===== src/rtl/up_prog_loader.sv =====
// Program/debug loader for the up core: parses W/R/G/H byte commands from the UART
// receiver, drives program memory, answers through the UART transmitter, owns core_hold.
module up_prog_loader #(
    parameter int AW      = 8,
    parameter int DW      = 8,
    parameter int TIMEOUT = 100000
) (
    input  logic          clk,
    input  logic          rst,
    input  logic          rx_valid,
    input  logic [7:0]    rx_data,
    input  logic          tx_busy,
    output logic          tx_start,
    output logic [7:0]    tx_data,
    output logic [AW-1:0] mem_addr,
    output logic [DW-1:0] mem_wdata,
    output logic          mem_we,
    output logic          mem_re,
    input  logic [DW-1:0] mem_rdata,
    output logic          core_hold,
    output logic          err
);
    localparam int AB = (AW + 7) / 8;
    localparam int WB = DW / 8;
    localparam int TW = $clog2(TIMEOUT + 1);

    localparam logic [7:0] CMD_W = 8'h57;
    localparam logic [7:0] CMD_R = 8'h52;
    localparam logic [7:0] CMD_G = 8'h47;
    localparam logic [7:0] CMD_H = 8'h48;
    localparam logic [7:0] ACK   = 8'h06;
    localparam logic [7:0] NAK   = 8'h15;

    typedef enum logic [3:0] {
        IDLE, ADDR, LEN, WDATA, WMEM, RREQ, RWAIT, RSEND, REPLY
    } state_t;

    state_t          state;
    logic            is_read;
    logic            discard;
    logic [1:0]      byte_cnt;
    logic [8*AB-1:0] addr_buf;
    logic [8:0]      words_left;
    logic [DW-1:0]   rbuf;
    logic [7:0]      sum;
    logic [7:0]      reply;
    logic [TW-1:0]   tcnt;

    logic tx_ok;
    logic timed_out;
    logic last_word;
    logic word_done;

    // A start is never issued back to back, giving tx_busy one cycle to rise.
    assign tx_ok     = !tx_busy && !tx_start;
    assign timed_out = (tcnt == TW'(TIMEOUT - 1));
    assign last_word = (words_left == 9'd1);
    assign word_done = (byte_cnt == 2'(WB - 1));

    always_ff @(posedge clk) begin
        if (rst) begin
            state      <= IDLE;
            is_read    <= 1'b0;
            discard    <= 1'b0;
            byte_cnt   <= '0;
            addr_buf   <= '0;
            words_left <= '0;
            rbuf       <= '0;
            sum        <= '0;
            reply      <= '0;
            tcnt       <= '0;
            tx_start   <= 1'b0;
            tx_data    <= '0;
            mem_addr   <= '0;
            mem_wdata  <= '0;
            mem_we     <= 1'b0;
            mem_re     <= 1'b0;
            core_hold  <= 1'b1;
            err        <= 1'b0;
        end else begin
            // NOTE: strobes default low here so every branch below only has to raise them.
            tx_start <= 1'b0;
            mem_we   <= 1'b0;
            mem_re   <= 1'b0;
            err      <= 1'b0;

            // Tail of a rejected W/R packet: swallow bytes until the line goes quiet.
            if (discard) begin
                if (rx_valid) begin
                    tcnt <= '0;
                end else if (timed_out) begin
                    discard <= 1'b0;
                    tcnt    <= '0;
                end else begin
                    tcnt <= tcnt + TW'(1);
                end
            end

            if (state inside {ADDR, LEN, WDATA} && !rx_valid) begin
                if (timed_out) begin
                    err   <= 1'b1;
                    tcnt  <= '0;
                    state <= IDLE;
                end else begin
                    tcnt <= tcnt + TW'(1);
                end
            end

            if (rx_valid && !discard && state inside {RREQ, RWAIT, RSEND, REPLY})
                err <= 1'b1;

            case (state)
                IDLE: begin
                    if (rx_valid && !discard) begin
                        sum      <= '0;
                        byte_cnt <= '0;
                        tcnt     <= '0;
                        case (rx_data)
                            CMD_W, CMD_R: begin
                                if (core_hold) begin
                                    is_read <= (rx_data == CMD_R);
                                    state   <= ADDR;
                                end else begin
                                    err     <= 1'b1;
                                    reply   <= NAK;
                                    discard <= 1'b1;
                                    state   <= REPLY;
                                end
                            end
                            CMD_G: begin
                                core_hold <= 1'b0;
                                reply     <= ACK;
                                state     <= REPLY;
                            end
                            CMD_H: begin
                                core_hold <= 1'b1;
                                reply     <= ACK;
                                state     <= REPLY;
                            end
                            default: begin
                                err   <= 1'b1;
                                reply <= NAK;
                                state <= REPLY;
                            end
                        endcase
                    end
                end
                ADDR: begin
                    if (rx_valid) begin
                        tcnt                       <= '0;
                        addr_buf[8*byte_cnt +: 8] <= rx_data;
                        if (byte_cnt == 2'(AB - 1)) begin
                            byte_cnt <= '0;
                            state    <= LEN;
                        end else begin
                            byte_cnt <= byte_cnt + 2'd1;
                        end
                    end
                end
                LEN: begin
                    if (rx_valid) begin
                        tcnt       <= '0;
                        mem_addr   <= addr_buf[AW-1:0];
                        words_left <= (rx_data == 8'h00) ? 9'd256 : {1'b0, rx_data};
                        if (is_read) begin
                            mem_re <= 1'b1;
                            state  <= RREQ;
                        end else begin
                            state <= WDATA;
                        end
                    end
                end
                WDATA, WMEM: begin
                    // mem_we is high throughout WMEM; the address advances as it ends.
                    if (state == WMEM) begin
                        mem_addr   <= mem_addr + AW'(1);
                        words_left <= words_left - 9'd1;
                        if (last_word) begin
                            reply <= sum;
                            state <= REPLY;
                        end else begin
                            state <= WDATA;
                        end
                    end
                    if (rx_valid) begin
                        if (state == WMEM && last_word) begin
                            err <= 1'b1;
                        end else begin
                            tcnt                        <= '0;
                            sum                         <= sum + rx_data;
                            mem_wdata[8*byte_cnt +: 8] <= rx_data;
                            if (word_done) begin
                                byte_cnt <= '0;
                                mem_we   <= 1'b1;
                                state    <= WMEM;
                            end else begin
                                byte_cnt <= byte_cnt + 2'd1;
                            end
                        end
                    end
                end
                RREQ: begin
                    state <= RWAIT;
                end
                RWAIT: begin
                    rbuf     <= mem_rdata;
                    byte_cnt <= '0;
                    state    <= RSEND;
                end
                RSEND: begin
                    if (tx_ok) begin
                        tx_start <= 1'b1;
                        tx_data  <= rbuf[7:0];
                        rbuf     <= rbuf >> 8;
                        if (word_done) begin
                            byte_cnt   <= '0;
                            mem_addr   <= mem_addr + AW'(1);
                            words_left <= words_left - 9'd1;
                            if (last_word) begin
                                state <= IDLE;
                            end else begin
                                mem_re <= 1'b1;
                                state  <= RREQ;
                            end
                        end else begin
                            byte_cnt <= byte_cnt + 2'd1;
                        end
                    end
                end
                REPLY: begin
                    if (tx_ok) begin
                        tx_start <= 1'b1;
                        tx_data  <= reply;
                        state    <= IDLE;
                    end
                end
                default: state <= IDLE;
            endcase
        end
    end
endmodule


===== config.mk =====
export PLATFORM = sky130hd
export DESIGN_NAME = up_prog_loader
export DESIGN_NICKNAME = d
export VERILOG_FILES = /design/src/rtl/up_prog_loader.sv
export SDC_FILE = /design/constraint.sdc
export NUM_CORES = 1
export LEC_CHECK = 0
export BUFFER_PORTS_ARGS = -buffer_cell sky130_fd_sc_hd__buf_2
export CAP_MARGIN = 20
export CORE_MARGIN = 2
export CORE_UTILIZATION = 42
export CTS_BUF_LIST = sky130_fd_sc_hd__clkbuf_2
export DETAILED_ROUTE_END_ITERATION = 16
export PLACE_DENSITY_LB_ADDON = 0.15
export SETUP_SLACK_MARGIN = 0.1
export SLEW_MARGIN = 20
export SYNTH_ARGS = -nofsm -noshare
export SYNTH_HDL_FRONTEND = slang
export SYNTH_SLANG_ARGS = --single-unit

===== constraint.sdc =====
create_clock -name clk -period 2.16 [get_ports clk]
set_input_delay 0.108 -clock clk [delete_from_list [all_inputs] [get_ports clk]]
set_output_delay 0.108 -clock clk [all_outputs]
set_load 0.05 [all_outputs]

==> results of run 1 <==
-- logic make-up after synthesis --
group	Yosys count
and+or+nand+nor	275
buffers and inverters	55
muxes	10
adders and majority gates	14
xor gates and xnor gates	17
AOI/OAI and AO/OA	175
DFF	95
-- flip-flops by register name, indices dropped and copies added (netlist names) --
name	cells
core_hold	1
discard	1
addr_buf	8
mem_re	1
tx_start	1
sum	8
mem_wdata	8
words_left	9
is_read	1
mem_we	1
tcnt	17
mem_addr	8
state	4
rbuf	8
byte_cnt	2
reply	8
tx_data	8
err	1
-- cells in the final DEF, fill, tap and decap left out, types with 4 or more instances in the layout --
master         synthesis  layout
a211oi_1              12      12
a21oi_1               71      71
a22oi_1                9       9
a31oi_1                9       9
and3_1                 7       7
buf_2                 12      48
buf_4                  1      50
clkbuf_2               1      11
dfxtp_1               95      87
dfxtp_2                0       7
dlygate4sd3_1          0      19
ha_1                  13      12
inv_1                 17      17
mux2i_1               10      10
nand2_1               76      75
nand2b_1               4       4
nand3_1               34      34
nand3b_1               8       8
nand4_1               11      11
nor2_1                68      65
nor2b_1                4       4
nor3_1                15      14
nor3b_1                5       5
nor4_1                 9       9
o211ai_1               6       6
o21ai_0               31      29
o22ai_1                4       4
or3_1                  6       6
xnor2_1                7       7
xor2_1                10      10
-- per-stage QoR --
stage | cells | util
after global routing | 888 | 0.519
after detailed placement | 847 | 0.482
final | 888 | 0.519
after CTS | 883 | 0.510
after floorplan | 641 | -
after global placement | 847 | 0.482
-- layer usage --
layer,share of wire,global-route usage,vias up,wire length [um]
li1,-,-,2501,-
met4,0.030,0.103,0,426
met2,0.46,0.375,164,6600
met1,0.46,0.285,2315,6470
met3,0.050,0.0414,29,705
met5,0,0,-,0
-- area by class of cell --
cell class                 count  share of cell area
multi-input combinational    492               0.486
sequential                    95               0.311
timing repair buffer         121               0.145
tap                          147              0.0299
inverter                      17              0.0104
clock inverter                 5             0.00934
clock buffer                  11             0.00894
-- repair_timing --
item | CTS | global route
gates resized for setup | 7 | 22
buffers inserted | 1 | 3
setup endpoints to repair | 41 | 57
pin swaps | 2 | 6
hold endpoints to repair | 44 | 0
gates cloned | 0 | 2
hold buffers | 19 | 0
-- worst paths after layout --
path	endpoint	from	slack [ns]	cells after the start
max	words_left[4]	byte_cnt[0]	0.23	9
min	tx_start	tx_busy	0.26	3
max reg2reg	words_left[4]	byte_cnt[0]	0.23	9
min reg2reg	reply[3]	reply[3]	0.47	2
-- power breakdown --
group	leakage (nW)	internal (mW)	switching, mW
clock	0.0763	0.280	0.615
combinational	1.44	0.128	0.206
sequential	0.771	1.78	0.0133
total	2.28	2.18	0.835
-- worst register-to-register path: stages (launching register included) --
cell	delay (ns)
dfxtp_2	0.38
inv_1	0.07
ha_2	0.21
or3b_4	0.42
nor2_2	0.14
o21a_2	0.20
buf_12	0.15
o21ai_0	0.08
a2bb2oi_1	0.16
nor2_1	0.05
==> results.cfg, run 1 <==
[status]
status = completed

[die]
io_pins = 49
die_w_um = 114
die_height_um = 114
num_rows = 40
core_area_um2 = 11900
die-area_um2 = 12900
start_util = 0.427

[placement]
port_buffers = 48
post-place-ws_ns = -0.0198
dpl_cell_area_um2 = 5720
dp_hpwl_mm = 10.3
place_congestion = 0.908

[sta]
setup_slack_ns = 0.226
finalCriticalPeriod_ns = 1.93
finalClockSkew_ns = 0.0207
worst_pin_slew_ns = 0.654
hold_viol = 0
post-route-period-util = 0.895
final_max_slew_viol_count = 0
whs_ns = 0.259
rsz0062_at_grt = no
finalSetupViolations = 0
max_freq_mhz = 517
max_slew_margin = 0.562
setup_tns_ns = 0

[global_route]
grt_util_all_layers = 0.226
overflow = 0
grt_max_degree = 37
antenna_found_initial = 0
grt_pass1_wl_mm = 23.6
grt_pass1_vias = 4870

[pwr]
finalPower_mw = 3.02
power.leakage_nw = 2.28
powerDensity_nw_per_um2 = 490
peakVddDrop_uv = 287

[synth]
synth_top_family_by_area = simple AND/OR/NAND/NOR gates
ys_types = 69
synth.cell_area_um2 = 5060
synthMuxAreaShare = 0.0198
yosys_warnings = 0
synth_top_area_cell = dfxtp_1
synthCells = 641
synth_seq_cells = 95
ys.flop_type = dfxtp_1
ys_seq_area_frac = 0.376
yosys-top-cells-area = dfxtp_1 38%, a21oi_1 7.0%, nand2_1 5.6%
yosys.area_share.xor_xnor = 0.0294
syn_area_per_cell_um2 = 7.89
synthAdderAreaFrac = 0.0361
ys_top_cells_by_count = 95 x dfxtp_1, 76 x nand2_1, 71 x a21oi_1
yosysMostFrequentCell = dfxtp_1
synth_nets = 675
synth_top_area_share = 0.376
synth_compound_area_frac = 0.218
async_reset_ff_frac = 0
synth_edf_count = 0
yosys.area_share.simple = 0.273

[cts]
clkTransAtPathRegs_ns = 0.25
ctsHtreeMaxLevel = 3
cts_max_path_buffers = 2
cts_buffers = 9
clk_latency_ns = 0.61
cts_tree = yes
cts.sinks = 95
cts_root_buf = clkbuf_2

[finish]
regArea_um2 = 1910
multi_input_comb_area_um2 = 2990
diodes = 0
drive_gt1_frac = 0.215
num-fill-cells = 1179
area_delta_synth_final_pct = 21.7
stdcell_area_um2 = 6160
finish.net_count = 770

[critical_path]
cp_data_arrival_time_ns = 2.46
crit_fanout = 11
worstSetupEndpointType = flip-flop
max_stage_delay_ns = 0.42
cpLargestDelayFamily = simple AND/OR/NAND/NOR gates
cp_slowest_cell = or3b_4
crit_type = reg2reg
path_buf_inv = 2
crit_chain = inv_1 > ha_2 > or3b_4 > nor2_2 > o21a_2 > buf_12 > o21ai_0 > a2bb2oi_1 > nor2_1
required_ns = 2.69
cp-start-kind = flip-flop

[job]
cap_violations = 0

[drt]
drtAntennaViolNets = 0
num_vias = 5009
drc_errors = 0
viasPerCell = 5.64
wl_per_cell_um = 16.0
wirelength_mm = 14.2
drt_first_pass_iters = 5
drt_iter0_markers = 337

[min_path]
hold_path.class = in2reg
Power figures use the tool's default switching activity.
==> inputs of run 2 (changes only) <==
--- a/config.mk
+++ b/config.mk
@@ -7,8 +7,10 @@
 export LEC_CHECK = 0
 export BUFFER_PORTS_ARGS = -buffer_cell sky130_fd_sc_hd__buf_2
 export CAP_MARGIN = 20
+export CELL_PAD_IN_SITES_DETAIL_PLACEMENT = 0
+export CELL_PAD_IN_SITES_GLOBAL_PLACEMENT = 2
 export CORE_MARGIN = 2
-export CORE_UTILIZATION = 42
+export CORE_UTILIZATION = 33
 export CTS_BUF_LIST = sky130_fd_sc_hd__clkbuf_2
 export DETAILED_ROUTE_END_ITERATION = 16
 export PLACE_DENSITY_LB_ADDON = 0.15
==> run 2 against run 1 <==
  * Hold slack got worse by 0.037 ns
  * Combinational power increased by 3%
  * Utilization decreased by 10 points
  * Sequential power about the same
  * First-iteration DRC count decreased by 32%
  * Cell area increased by 1.8%
  * Clock power increased by 7.3%
  * Worst setup slack got worse by 0.040 ns
  * Flip-flop and latch count unchanged
  * Die area increased by 26%
  * Critical endpoint is now sum[2]
==> results.cfg, run 2 (synthesized netlist as in run 1, its figures left out) <==
[die]
io_pins = 49
num_rows = 45
die-area_um2 = 16300
start_util = 0.335
core_area_um2 = 15100
die_w_um = 128
die_height_um = 128

[critical_path]
cp_slowest_cell = or4_1
reg2reg_from = words_left[1]
reg2regPathDepth = 8
max_stage_delay_ns = 0.54
cp-start-kind = flip-flop
cpLargestDelayFamily = simple AND/OR/NAND/NOR gates
crit_chain = inv_1 > ha_1 > nor4b_4 > and2_1 > a21oi_2 > o21ai_4 > or4_1 > a21oi_1
rrSetupSlack_ns = 0.19
worstSetupEndpointType = flip-flop
cp_data_arrival_time_ns = 2.56
path_buf_inv = 1
r2r-end = sum[2]
required_ns = 2.75
crit_type = reg2reg
crit_fanout = 9

[job]
cap_violations = 0

[finish]
largest_register_ffs = 17
largest-register = tcnt
layout_common_cells = 88 x dfxtp_1, 75 x nand2_1, 70 x a21oi_1
num-fill-cells = 1577
reg_top3 = tcnt (17), words_left (9)
multi_input_comb_area_um2 = 3000
fin_util = 0.416
stdcell_area_um2 = 6270
final_common_cell = dfxtp_1
layout.cells.non_filler = 934
area_delta_synth_final_pct = 24.0
finish.net_count = 774
regArea_um2 = 1910
drive_gt1_frac = 0.217

[pwr]
sw_frac_of_total = 0.291
power_switching_mw = 0.900
powerDensity_nw_per_um2 = 493
clkPwrFrac = 0.310
power_frac_comb = 0.111
peakVddDrop_uv = 323
p_seq_frac = 0.579
power.leakage_nw = 2.32
power.internal_mw = 2.19

[sta]
final_max_slew_viol_count = 0
finalSetupViolations = 0
worst_pin_slew_ns = 0.598
finalClockSkew_ns = 0.0428
post-route-period-util = 0.914
max_slew_margin = 0.600
rsz0062_at_grt = yes
hold_viol = 0
max_freq_mhz = 506
setup_slack_ns = 0.186
finalCriticalPeriod_ns = 1.97

[drt]
drc_errors = 0
num_vias = 4955
wirelength_mm = 15.4
viasPerCell = 5.31
wl_per_cell_um = 16.5
drtAntennaViolNets = 0
drt_first_pass_iters = 4
drt_iter0_markers = 229

[placement]
port_buffers = 48
dp_hpwl_mm = 11.0
place_congestion = 0.894
dpl_cell_area_um2 = 5830
dp_cells = 894
post-place-ws_ns = -0.151

[global_route]
antenna_found_initial = 1
grt_max_degree = 78
overflow = 0
grt_util_all_layers = 0.192
grt_pass1_wl_mm = 24.8
grt_pass1_vias = 4742

[status]
status = completed

[cts]
clkTransAtPathRegs_ns = 0.30
cts_buffers = 9
clk_latency_ns = 0.64
cts_root_buf = clkbuf_2
cts_tree = yes
cts_max_path_buffers = 2
ctsHtreeMaxLevel = 3
cts.sinks = 95

[min_path]
min-delay-start = mem_rdata[3]
min_delay_worst_endpoint = rbuf[3]
whs_path_depth = 4
hold_path.class = in2reg
[run 2: area by class of cell]
class	count	area share
multi-input combinational	491	0.478
sequential	95	0.305
timing repair buffer	126	0.150
tap	188	0.0375
clock inverter	7	0.0122
inverter	17	0.0102
clock buffer	9	0.00718
antenna	1	0.000399
[run 2: how the worst max path moves through the flow]
stage | start | end | slack, ns | cells after the start
2_1_floorplan | tx_start | words_left[4] | 0.15 | 7
3_3_place_gp | words_left[1] | mem_wdata[3] | -0.01 | 8
3_5_place_dp | words_left[1] | mem_wdata[4] | -0.15 | 8
4_1_cts | sum[0] | sum[4] | 0.12 | 8
5_1_grt | words_left[1] | state[0] | 0.07 | 8
6_report | words_left[1] | sum[2] | 0.19 | 8
[run 2: timing repair]
| item | 4_1_cts | 5_1_grt |
|---|---|---|
| endpoints found under the setup margin | 53 | 52 |
| resized for setup | 10 | 19 |
| buffers inserted | 1 | 2 |
| gates cloned | 0 | 1 |
| pin swaps | 0 | 6 |
| hold endpoints to repair | 72 | 0 |
| hold buffers | 19 | 0 |
[run 2: power groups by stage]
stage	clock, mW	sequential, mW	combinational (mW)
after floorplan	0	1.86	0.155
after global placement	0	1.82	0.311
after detailed placement	0	1.82	0.311
after CTS	1.01	1.79	0.340
after global routing	1.07	1.80	0.375
final	0.960	1.79	0.345
[run 2: worst register-to-register path: stages, from the launching register on]
cell,delay (ns)
dfxtp_2,0.39
inv_1,0.06
ha_1,0.18
nor4b_4,0.14
and2_1,0.21
a21oi_2,0.18
o21ai_4,0.11
or4_1,0.54
a21oi_1,0.15
[run 2: routing by layer]
metal	global-route usage	up-vias	share of wire
li1	-	2510	-
met1	0.246	2322	0.46
met2	0.325	106	0.49
met3	0.0376	17	0.037
met4	0.0614	0	0.015
met5	0	-	0
[run 2: through the flow]
| stage | hold slack, ns | setup TNS [ns] | total power, mW |
|---|---|---|---|
| 2_1_floorplan | 0.185 | 0 | 2.01 |
| 3_5_place_dp | 0.366 | -1.28 | 2.13 |
| 3_3_place_gp | 0.359 | -0.0636 | 2.13 |
| 4_1_cts | 0.188 | 0 | 3.14 |
| 6_report | 0.222 | 0 | 3.10 |
| 5_1_grt | 0.191 | 0 | 3.24 |
==> inputs of run 3 (changes only) <==
--- a/config.mk
+++ b/config.mk
@@ -14,7 +14,7 @@
 export CTS_BUF_LIST = sky130_fd_sc_hd__clkbuf_2
 export DETAILED_ROUTE_END_ITERATION = 16
 export PLACE_DENSITY_LB_ADDON = 0.15
-export SETUP_SLACK_MARGIN = 0.1
+export SETUP_SLACK_MARGIN = 0.3
 export SLEW_MARGIN = 20
 export SYNTH_ARGS = -nofsm -noshare
 export SYNTH_HDL_FRONTEND = slang
==> run 3 against run 2 <==
  * Final cell count is 3.9% higher
  * First-iteration DRC count is 25% higher
  * Utilization up 5.1 points
  * Clock-buffer cell count unchanged
  * Sequential power hardly changed
  * Critical path depth did not move
  * Via count rose by 6.0%
  * Combinational power up 23%
  * Routed wire length up 10%
  * Worst setup slack gained 0.039 ns
  * Largest cell class unchanged
==> results.cfg, run 3 (synthesized netlist as in run 1, its figures left out) <==
[status]
status = completed

[pwr]
power.leakage_nw = 2.59
finalPower_mw = 3.25
p_seq_frac = 0.551
power.internal_mw = 2.33
power_switching_mw = 0.925
clkPwrFrac = 0.318
sw_frac_of_total = 0.285
power_frac_comb = 0.131
powerDensity_nw_per_um2 = 461
peakVddDrop_uv = 280

[drt]
drtAntennaViolNets = 0
drt_first_pass_iters = 5
drt_iter0_markers = 286
num_vias = 5252
wirelength_mm = 17.0
drc_errors = 0
wl_per_cell_um = 17.5
viasPerCell = 5.41

[sta]
finalCriticalPeriod_ns = 1.94
max_slew_margin = 0.634
final_max_slew_viol_count = 0
max_freq_mhz = 517
setup_slack_ns = 0.224
finalSetupViolations = 0
worst_pin_slew_ns = 0.549
hold_viol = 0
finalClockSkew_ns = 0.0355
post-route-period-util = 0.896
setup_tns_ns = 0
rsz0062_at_grt = yes

[critical_path]
crit_fanout = 7
crit_type = reg2reg
crit_chain = inv_2 > ha_4 > or3b_4 > nor2_4 > o21ai_1 > buf_4 > or3_1 > a31oi_1
cp_slowest_cell = dfxtp_2
cp_data_arrival_time_ns = 2.48
cp-start-kind = flip-flop
required_ns = 2.71
max_stage_delay_ns = 0.41
worstSetupEndpointType = flip-flop

[job]
cap_violations = 0

[cts]
clkTransAtPathRegs_ns = 0.29
clk_latency_ns = 0.63
cts_root_buf = clkbuf_2
cts_buffers = 9
cts_tree = yes
cts.sinks = 95
ctsHtreeMaxLevel = 3
cts_max_path_buffers = 2

[die]
io_pins = 49
start_util = 0.335
num_rows = 45
core_area_um2 = 15100
die_w_um = 128
die_height_um = 128
die-area_um2 = 16300

[global_route]
grt_pass1_wl_mm = 25.5
grt_pass1_vias = 4819
grt_max_degree = 46
overflow = 0
grt_util_all_layers = 0.199
antenna_found_initial = 1

[finish]
largest-register = tcnt
finish.net_count = 810
fin_util = 0.467
final_common_cell = dfxtp_1
layout.cells.non_filler = 970
area_delta_synth_final_pct = 39.3
largest_register_ffs = 17
drive_gt1_frac = 0.344
layout_common_cells = 81 x dfxtp_1, 74 x nand2_1, 74 x buf_4
reg_top3 = tcnt (17), words_left (9)

[placement]
post-place-ws_ns = -0.00172
place_congestion = 0.902
dp_cells = 893
dp_hpwl_mm = 11.5
port_buffers = 48

[min_path]
hold_path.class = in2reg
-- run 3: cell count changes in the layout (fill, tap and decap cells not counted), sizes merged --
cell / previous run / this run
clkinv: 2 / 4
clkinvlp: 0 / 1
clkbuf: 10 / 11
buf: 106 / 141
bufinv: 1 / 2
inv: 21 / 17
-- run 3: what timing repair did --
action,CTS,global route
hold endpoints to repair,44,0
cloned,1,3
resized for setup,52,97
buffers inserted,26,11
pin swaps,17,53
hold buffers,19,0
setup endpoints to repair,76,69
-- run 3: power groups by stage --
stage                     clock network [mW]  logic, mW  registers (mW)
after floorplan                            0      0.155            1.86
after global placement                     0      0.318            1.82
after detailed placement                   0      0.317            1.82
after CTS                               1.07      0.381            1.79
after global routing                    1.14      0.453            1.80
final                                   1.04      0.424            1.79
-- run 3: final cells by class --
cell class / count / area [um2]
Timing Repair Buffer: 162 / 1320
Multi-Input combinational cell: 491 / 3360
Tap cell: 188 / 235
Inverter: 17 / 63.8
Sequential cell: 95 / 1930
Antenna cell: 1 / 2.50
Fill cell: 1478 / 8040
Clock buffer: 9 / 45.0
Clock inverter: 7 / 87.6
-- run 3: stage by stage --
step	hold slack, ns	instance area, um2
6_report	0.264	7050
5_1_grt	0.252	7050
4_1_cts	0.204	6560
3_5_place_dp	0.371	5830
3_3_place_gp	0.365	5830
2_1_floorplan	0.178	5070
-- run 3: critical path: cells and delay by family (launching register included) --
kind | cells | cell delay, ns
and+or+nand+nor | 3 | 0.83
adders and majority gates | 1 | 0.14
AOI/OAI and AO/OA | 2 | 0.22
DFF | 1 | 0.41
buffers and inverters | 2 | 0.26
-- run 3: per-layer routing --
| metal | vias to the layer above | track usage | part of all wire |
|---|---|---|---|
| li1 | 2595 | - | - |
| met1 | 2535 | 0.269 | 0.48 |
| met2 | 101 | 0.329 | 0.47 |
| met3 | 21 | 0.0355 | 0.038 |
| met4 | 0 | 0.0537 | 0.014 |
| met5 | - | 0 | 0 |
-- run 3: worst paths after layout --
check                    start            to  slack [ns]  depth (start not counted)
setup reg to reg   byte_cnt[0]   mem_addr[0]        0.22                          8
setup / recovery   byte_cnt[0]   mem_addr[0]        0.22                          8
hold / removal         tx_busy      tx_start        0.26                          3
hold reg to reg   mem_wdata[4]  mem_wdata[4]        0.47                          2
